===== config.mk =====
export PLATFORM = sky130hd
export DESIGN_NAME = fruit_dropper
export DESIGN_NICKNAME = d
export VERILOG_FILES = /design/src/rtl/fruit_pkg.sv /design/src/rtl/fruit_lfsr.sv /design/src/rtl/fruit_dropper.sv
export SDC_FILE = /design/constraint.sdc
export NUM_CORES = 1
export LEC_CHECK = 0
export ABC_AREA = 1
export BUFFER_PORTS_ARGS = -buffer_cell sky130_fd_sc_hd__buf_2
export CAP_MARGIN = 20
export CORE_MARGIN = 2
export CORE_UTILIZATION = 25
export DETAILED_ROUTE_END_ITERATION = 8
export PLACE_DENSITY_LB_ADDON = 0.25
export SYNTH_ARGS = -nofsm -noshare
export SYNTH_HDL_FRONTEND = slang
export SYNTH_SLANG_ARGS = --single-unit

===== constraint.sdc =====
create_clock -name clk -period 4.9 [get_ports clk]
set_input_delay 0.49 -clock clk [delete_from_list [all_inputs] [get_ports clk]]
set_output_delay 0.49 -clock clk [all_outputs]
set_load 0.02 [all_outputs]

===== src/rtl/fruit_pkg.sv =====
// Shared definitions for the fruit dropper: FSM encoding, colour codes and
// the LFSR polynomial used to randomise spawn positions.
package fruit_pkg;

  // Game FSM states
  typedef enum logic [2:0] {
    StIdle  = 3'd0,
    StSpawn = 3'd1,
    StFall  = 3'd2,
    StCatch = 3'd3,
    StMiss  = 3'd4
  } state_e;

  // Black fruit cannot be caught; also the colour shown while idle.
  localparam logic [2:0] COLOUR_BLACK = 3'b111;

  // Fibonacci LFSR x^16 + x^14 + x^13 + x^11 + 1 (maximal length).
  localparam int unsigned LFSR_W    = 16;
  localparam logic [LFSR_W-1:0] LFSR_TAPS = 16'hB400;

  // Number of fruit columns loaded per spawn.
  localparam int unsigned NUM_FRUIT = 7;

  // One LFSR step: shift left, feedback is the parity of the tapped bits.
  function automatic logic [LFSR_W-1:0] lfsr_next(input logic [LFSR_W-1:0] s);
    return {s[LFSR_W-2:0], ^(s & LFSR_TAPS)};
  endfunction

endpackage


===== src/rtl/fruit_lfsr.sv =====
// Free-running 16-bit Fibonacci LFSR. Loads the seed on reset and advances
// every clock afterwards; a non-zero seed keeps it off the all-zero lock-up.
module fruit_lfsr
  import fruit_pkg::*;
(
  input  logic              clk,
  input  logic              reset,
  input  logic [LFSR_W-1:0] seed,
  output logic [LFSR_W-1:0] state
);

  // Shift register with asynchronous seed load
  always_ff @(posedge clk or posedge reset) begin
    if (reset) begin
      state <= seed;
    end else begin
      state <= lfsr_next(state);
    end
  end

endmodule


===== src/rtl/fruit_dropper.sv =====
// Fruit dropper game engine: spawns a row of seven fruit at pseudo-random
// columns, lets the row fall one line every FALL_DIV ticks and reports a
// catch (hit from the detector) or a miss (row falls past Y_BOTTOM).
// Optional feature macro: FRUIT_SPEEDUP_EN -- each catch shortens the fall
// period by one tick (minimum 1) until the next reset.
module fruit_dropper
  import fruit_pkg::*;
#(
  parameter int unsigned       FALL_DIV  = 4,
  parameter int unsigned       Y_BOTTOM  = 119,
  parameter logic [LFSR_W-1:0] LFSR_SEED = 16'hACE1
) (
  input  logic       clk,
  input  logic       reset,
  input  logic       enable,
  input  logic       tick,
  input  logic       hit,
  output logic [6:0] fruitx,
  output logic [6:0] fruitx2,
  output logic [6:0] fruitx3,
  output logic [6:0] fruitx4,
  output logic [6:0] fruitx5,
  output logic [6:0] fruitx6,
  output logic [6:0] fruitx7,
  output logic [6:0] fruity,
  output logic [2:0] colour,
  output logic       active,
  output logic       caught,
  output logic       missed
);

  localparam logic [3:0] DivInit = 4'(FALL_DIV);
  localparam logic [6:0] YBot    = 7'(Y_BOTTOM);

  state_e state_q, state_d;

  logic [LFSR_W-1:0] lfsr;
  logic [6:0]        pos_q [NUM_FRUIT];
  logic [6:0]        pos_d [NUM_FRUIT];
  logic [6:0]        y_q, y_d;
  logic [2:0]        colour_q, colour_d;
  logic [2:0]        spawn_q, spawn_d;
  logic [3:0]        div_q, div_d;
  logic [3:0]        divisor;
  logic              active_q, active_d;
  logic              caught_q, caught_d;
  logic              missed_q, missed_d;

  // Only the low ten LFSR bits feed positions and colour.
  logic unused_lfsr;
  assign unused_lfsr = ^lfsr[LFSR_W-1:10];

  fruit_lfsr u_lfsr (
    .clk   (clk),
    .reset (reset),
    .seed  (LFSR_SEED),
    .state (lfsr)
  );

`ifdef FRUIT_SPEEDUP_EN
  logic [3:0] divisor_q, divisor_d;

  // Each catch speeds the fall up by one tick, never below one
  always_comb begin
    divisor_d = divisor_q;
    if (state_q == StCatch && divisor_q > 4'd1) begin
      divisor_d = divisor_q - 4'd1;
    end
  end

  // Divisor register, only reset restores the starting speed
  always_ff @(posedge clk or posedge reset) begin
    if (reset) begin
      divisor_q <= DivInit;
    end else begin
      divisor_q <= divisor_d;
    end
  end

  assign divisor = divisor_q;
`else
  assign divisor = DivInit;
`endif

  // FSM state register
  always_ff @(posedge clk or posedge reset) begin
    if (reset) begin
      state_q <= StIdle;
    end else begin
      state_q <= state_d;
    end
  end

  // Next-state and datapath next values; outputs are decoded from state_d
  // so that every output is a register aligned with the state it reports.
  always_comb begin
    state_d  = state_q;
    pos_d    = pos_q;
    y_d      = y_q;
    colour_d = colour_q;
    spawn_d  = spawn_q;
    div_d    = div_q;

    unique case (state_q)
      StIdle: begin
        if (enable) begin
          state_d = StSpawn;
        end
      end

      StSpawn: begin
        // One column per cycle, so the seven columns see different LFSR values.
        pos_d[spawn_q] = lfsr[6:0];
        if (spawn_q == 3'(NUM_FRUIT - 1)) begin
          colour_d = lfsr[9:7];
          state_d  = StFall;
        end else begin
          spawn_d = spawn_q + 3'd1;
        end
      end

      StFall: begin
        if (enable) begin
          if (hit) begin
            // A catch wins over a simultaneous fall step.
            state_d = StCatch;
          end else if (tick) begin
            if (div_q + 4'd1 == divisor) begin
              div_d = '0;
              if (y_q == YBot) begin
                state_d = StMiss;
              end else begin
                y_d = y_q + 7'd1;
              end
            end else begin
              div_d = div_q + 4'd1;
            end
          end
        end
      end

      StCatch, StMiss: begin
        state_d = enable ? StSpawn : StIdle;
      end

      default: begin
        state_d = StIdle;
      end
    endcase

    // A fresh fruit row always starts at the top with a clean spawn count.
    if (state_d == StSpawn && state_q != StSpawn) begin
      y_d     = '0;
      spawn_d = '0;
    end

    // The divider only counts within one fall.
    if (state_d != StFall) begin
      div_d = '0;
    end

    active_d = (state_d == StFall);
    caught_d = (state_d == StCatch);
    missed_d = (state_d == StMiss);
  end

  // Datapath and output registers
  always_ff @(posedge clk or posedge reset) begin
    if (reset) begin
      pos_q    <= '{default: '0};
      y_q      <= '0;
      colour_q <= COLOUR_BLACK;
      spawn_q  <= '0;
      div_q    <= '0;
      active_q <= 1'b0;
      caught_q <= 1'b0;
      missed_q <= 1'b0;
    end else begin
      pos_q    <= pos_d;
      y_q      <= y_d;
      colour_q <= colour_d;
      spawn_q  <= spawn_d;
      div_q    <= div_d;
      active_q <= active_d;
      caught_q <= caught_d;
      missed_q <= missed_d;
    end
  end

  assign fruitx  = pos_q[0];
  assign fruitx2 = pos_q[1];
  assign fruitx3 = pos_q[2];
  assign fruitx4 = pos_q[3];
  assign fruitx5 = pos_q[4];
  assign fruitx6 = pos_q[5];
  assign fruitx7 = pos_q[6];
  assign fruity  = y_q;
  assign colour  = colour_q;
  assign active  = active_q;
  assign caught  = caught_q;
  assign missed  = missed_q;

endmodule


==> results.toml <==
[outcome]
status = "completed"

[synthesis]
synth_seq_cells = 88
async_flop_share_pct = 100.0
synth_top_area_share_pct = 55.24
synth_commonest_cells = "sky130_fd_sc_hd__nand2_1, sky130_fd_sc_hd__dfrtp_1, sky130_fd_sc_hd__o21ai_0"
syn_area_per_cell_um2 = 9.967
netlist_area_um2 = 3488
yosys_warnings = 0
post_synth_main_area_contributors = "sky130_fd_sc_hd__dfrtp_1, sky130_fd_sc_hd__nand2_1, sky130_fd_sc_hd__dfstp_2, sky130_fd_sc_hd__o21ai_0, sky130_fd_sc_hd__inv_1"
post_synth_inst_count = 350
synth-seq-area-share_pct = 63.52
main_synth_ff_type = "sky130_fd_sc_hd__dfrtp_1"
number_of_enable_type_register_cells_in_the_synthesized_netlist = 0
synth_fp_nets = 360
yosys.area.top_type = "sky130_fd_sc_hd__dfrtp_1"
synth_most_common_cell = "sky130_fd_sc_hd__nand2_1"
yosysUniqueCellTypes = 24

[global_routing]
grtUsageTotal_pct = 12.10
grt_pass1_wl_mm = 13.52
global_route.peak_usage_layer = "met2"
gr-usage-met2_pct = 18.75
grt_pass1_vias = 2586
grt_start_max_net_pins = 48
grt.met3_usage_pct = 4.307
globalRouteOverflowTotal = 0
met1_routing_resource_usage_after_global_routing_pct = 15.62
number_of_antenna_violations_at_the_first_check_in_global_routing = 0

[power]
share_seq_of_total_power_pct = 46.7
vdd.ir_drop.worst_mv = 0.1799
internal-power_w = 0.001162
part_of_the_power_in_the_clock_network_pct = 37.5
power_leakage_nw = 2.164
sw_frac_of_total_pct = 31.23
power.density_cell_area_nw_per_um2 = 392.9
p_switching_w = 0.0005275
pwr-share-comb_pct = 15.7

[route]
firstDrtPassIters = 4
finalWirelength_mm = 8.232
routed_wire_length_per_instance_um = 13.58
routed_via_density = 4.277
post-route-drc-count = 0
drt_iter0_markers = 165
final_antenna_net_count = 0
vias = 2592

[cts]
clk_path_buf_depth = 2
post-cts-setup-buffer-count = 0
cts.root.buffer_cell = "sky130_fd_sc_hd__clkbuf_16"
clk_latency_ns = 0.34
cts_tree = "built"
clock_sink_count = 88
clk_transition_reported_paths_ns = 0.06
cts_inserted_buffers = 9
htreeDepth = 3
cts.repair.resized = 0
cts.hold.buffers_added = 0

[placed_design]
gp_congestion = 0.7529
placed_cell_area_um2 = 4026
post-dp-hpwl_mm = 5.843
dp_cells = 590
port-buffer-count = 66

[sta]
max_slew_margin_pct = 50.93
final.hold.worst_slack_ns = 0.2505
final_max_slew_viol_count = 0
final.setup.tns_ns = 0
fin_skew_ns = 0.007330
final_period_minus_worst_setup_slack_ns = 1.816
timing_hold_violations_final = 0
timing_worst_slew_pin_value_ns = 0.7353
min_period_over_period_pct = 37.06
setup_repair_after_global_routing_missed_its_margin = "no"
setup_viol_count_final = 0
max_clock_freq_mhz = 550.7

[floorplan]
die_y_um = 122.1
floorplan.io_pins = 67
placement_rows = 43
initial_core_util_pct = 25.33
die_w_um = 122.1
core_area_um2 = 13770
die_area_um2 = 14910

[worst_setup_path]
worst_path_dominant_cell_family = "simple AND/OR/NAND/NOR gates"
critical_path.cell_chain = "ha_1 -> nand2_1 -> nand3_1 -> nor2_1 -> inv_1 -> o21ai_2 -> nand3_2 -> nand2_1 -> nand2_1"
cp_slowest_cell = "sky130_fd_sc_hd__dfrtp_1"
cp_common_cell = "sky130_fd_sc_hd__nand2_1"
worst_ep_required_time_ns = 5.13
crit_path_max_fanout = 6
crit_path_max_incr_delay_ns = 0.44
data_arrival_time_at_the_worst_slack_endpoint_ns = 2.04
critical_path.endpoint_type = "register"
crit_type = "reg2reg"
worstSetupStartpointType = "register"
cp.buffers_inverters = 1

[layout]
finalNonFillerCells = 606
nNetsFinal = 431
n_fill_cell = 1466
area.growth.synth_to_final_pct = 23.24
postLayoutCellArea_um2 = 4299
drive_above_1_share_pct = 25.82
diodes = 0

[job]
maxCapViolCount = 0

[worst_hold_path]
hold_path.class = "in2async"
[power by group through the flow]
stage	combinational, W	clock, W	sequential [W]
after floorplan	0.000204	0	0.000802
after global placement	0.000267	0	0.000801
after detailed placement	0.000269	0	0.000802
after CTS	0.000271	0.000660	0.000789
after global routing	0.000310	0.000693	0.000794
final	0.000266	0.000634	0.000789
[metrics by stage]
| step | total power (W) | util, % | worst slack [ns] |
|---|---|---|---|
| 3_5_place_dp | 0.001071 | 29.23 | 3.118 |
| 3_3_place_gp | 0.001067 | 29.23 | 3.147 |
| 4_1_cts | 0.001719 | 31.21 | 3.109 |
| 5_1_grt | 0.001798 | 31.21 | 2.884 |
| 6_report | 0.001689 | 31.21 | 3.084 |
| 2_1_floorplan | 0.001006 | - | 2.150 |
[path summary, 6_finish.rpt]
path                                            start                    endpoint  slack (ns)  cells past startpoint
min in group clk           u_lfsr.state[14]$_DFF_PP0_  u_lfsr.state[15]$_DFF_PP1_        0.37                      0
hold reg to reg            u_lfsr.state[14]$_DFF_PP0_  u_lfsr.state[15]$_DFF_PP1_        0.37                      0
setup reg to reg                 div_q[0]$_DFFE_PP0P_       fruity[3]$_DFFE_PP0P_        3.08                      9
max in group asynchronous                       reset      fruitx5[6]$_DFFE_PP0P_        3.59                      3
hold / removal                                  reset            active$_DFF_PP0_        0.25                      2
setup / recovery                 div_q[0]$_DFFE_PP0P_       fruity[3]$_DFFE_PP0P_        3.08                      9
[registers in the layout, summed over array words and instances (netlist names)]
| signal | cells |
|---|---|
| div_q | 4 |
| spawn_q | 3 |
| caught | 1 |
| fruitx6 | 7 |
| fruitx5 | 7 |
| missed | 1 |
| fruitx | 7 |
| fruitx3 | 7 |
| u_lfsr.state | 16 |
| fruity | 7 |
| colour | 3 |
| fruitx4 | 7 |
| active | 1 |
| fruitx2 | 7 |
| state_q | 3 |
| fruitx7 | 7 |
[cell usage in the layout, fill, tap and decap left out, types with 3 or more instances in the layout]
cell type	Yosys	layout
sky130_fd_sc_hd__nand2_1	92	92
sky130_fd_sc_hd__dfrtp_1	77	77
sky130_fd_sc_hd__buf_2	0	66
sky130_fd_sc_hd__o21ai_0	51	51
sky130_fd_sc_hd__inv_1	34	33
sky130_fd_sc_hd__nor2_1	24	24
sky130_fd_sc_hd__nand3_1	14	14
sky130_fd_sc_hd__dfstp_2	11	11
sky130_fd_sc_hd__clkbuf_16	0	9
sky130_fd_sc_hd__nand4_1	8	8
sky130_fd_sc_hd__ha_1	5	5
sky130_fd_sc_hd__xor2_1	4	4
sky130_fd_sc_hd__clkinv_2	0	4
sky130_fd_sc_hd__mux2_2	3	3
sky130_fd_sc_hd__xnor2_1	3	3
sky130_fd_sc_hd__a21oi_1	3	3
[layout make-up]
type	count	area (um^2)	area share (%)
Clock inverter	7	47.55	1.106
Sequential cell	88	2216	51.54
Timing Repair Buffer	67	337.8	7.858
Tap cell	180	225.2	5.239
Inverter	36	136.4	3.172
Clock buffer	9	225.2	5.239
Multi-Input combinational cell	219	1111	25.84
[kinds of logic (layout without fill, tap and decap cells)]
| kind of cell | count (synthesis) | after routing | share of synthesized area (%) |
|---|---|---|---|
| multiplexers | 4 | 4 | 1.255 |
| adder cells (fa/ha/maj) | 5 | 5 | 1.793 |
| buffers and inverters | 43 | 119 | 4.627 |
| AO/OA/AOI/OAI | 59 | 59 | 9.110 |
| AND/OR/NAND/NOR | 144 | 144 | 17.93 |
| flip-flops | 88 | 88 | 63.52 |
| XOR/XNOR | 7 | 7 | 1.758 |
[per-layer routing]
metal | vias up | part of all wire, %
li1 | 1270 | -
met4 | 0 | 1.5
met3 | 12 | 6.1
met1 | 1244 | 46
met5 | - | 0
met2 | 66 | 47
No activity file was read; power rests on OpenSTA's default activity.
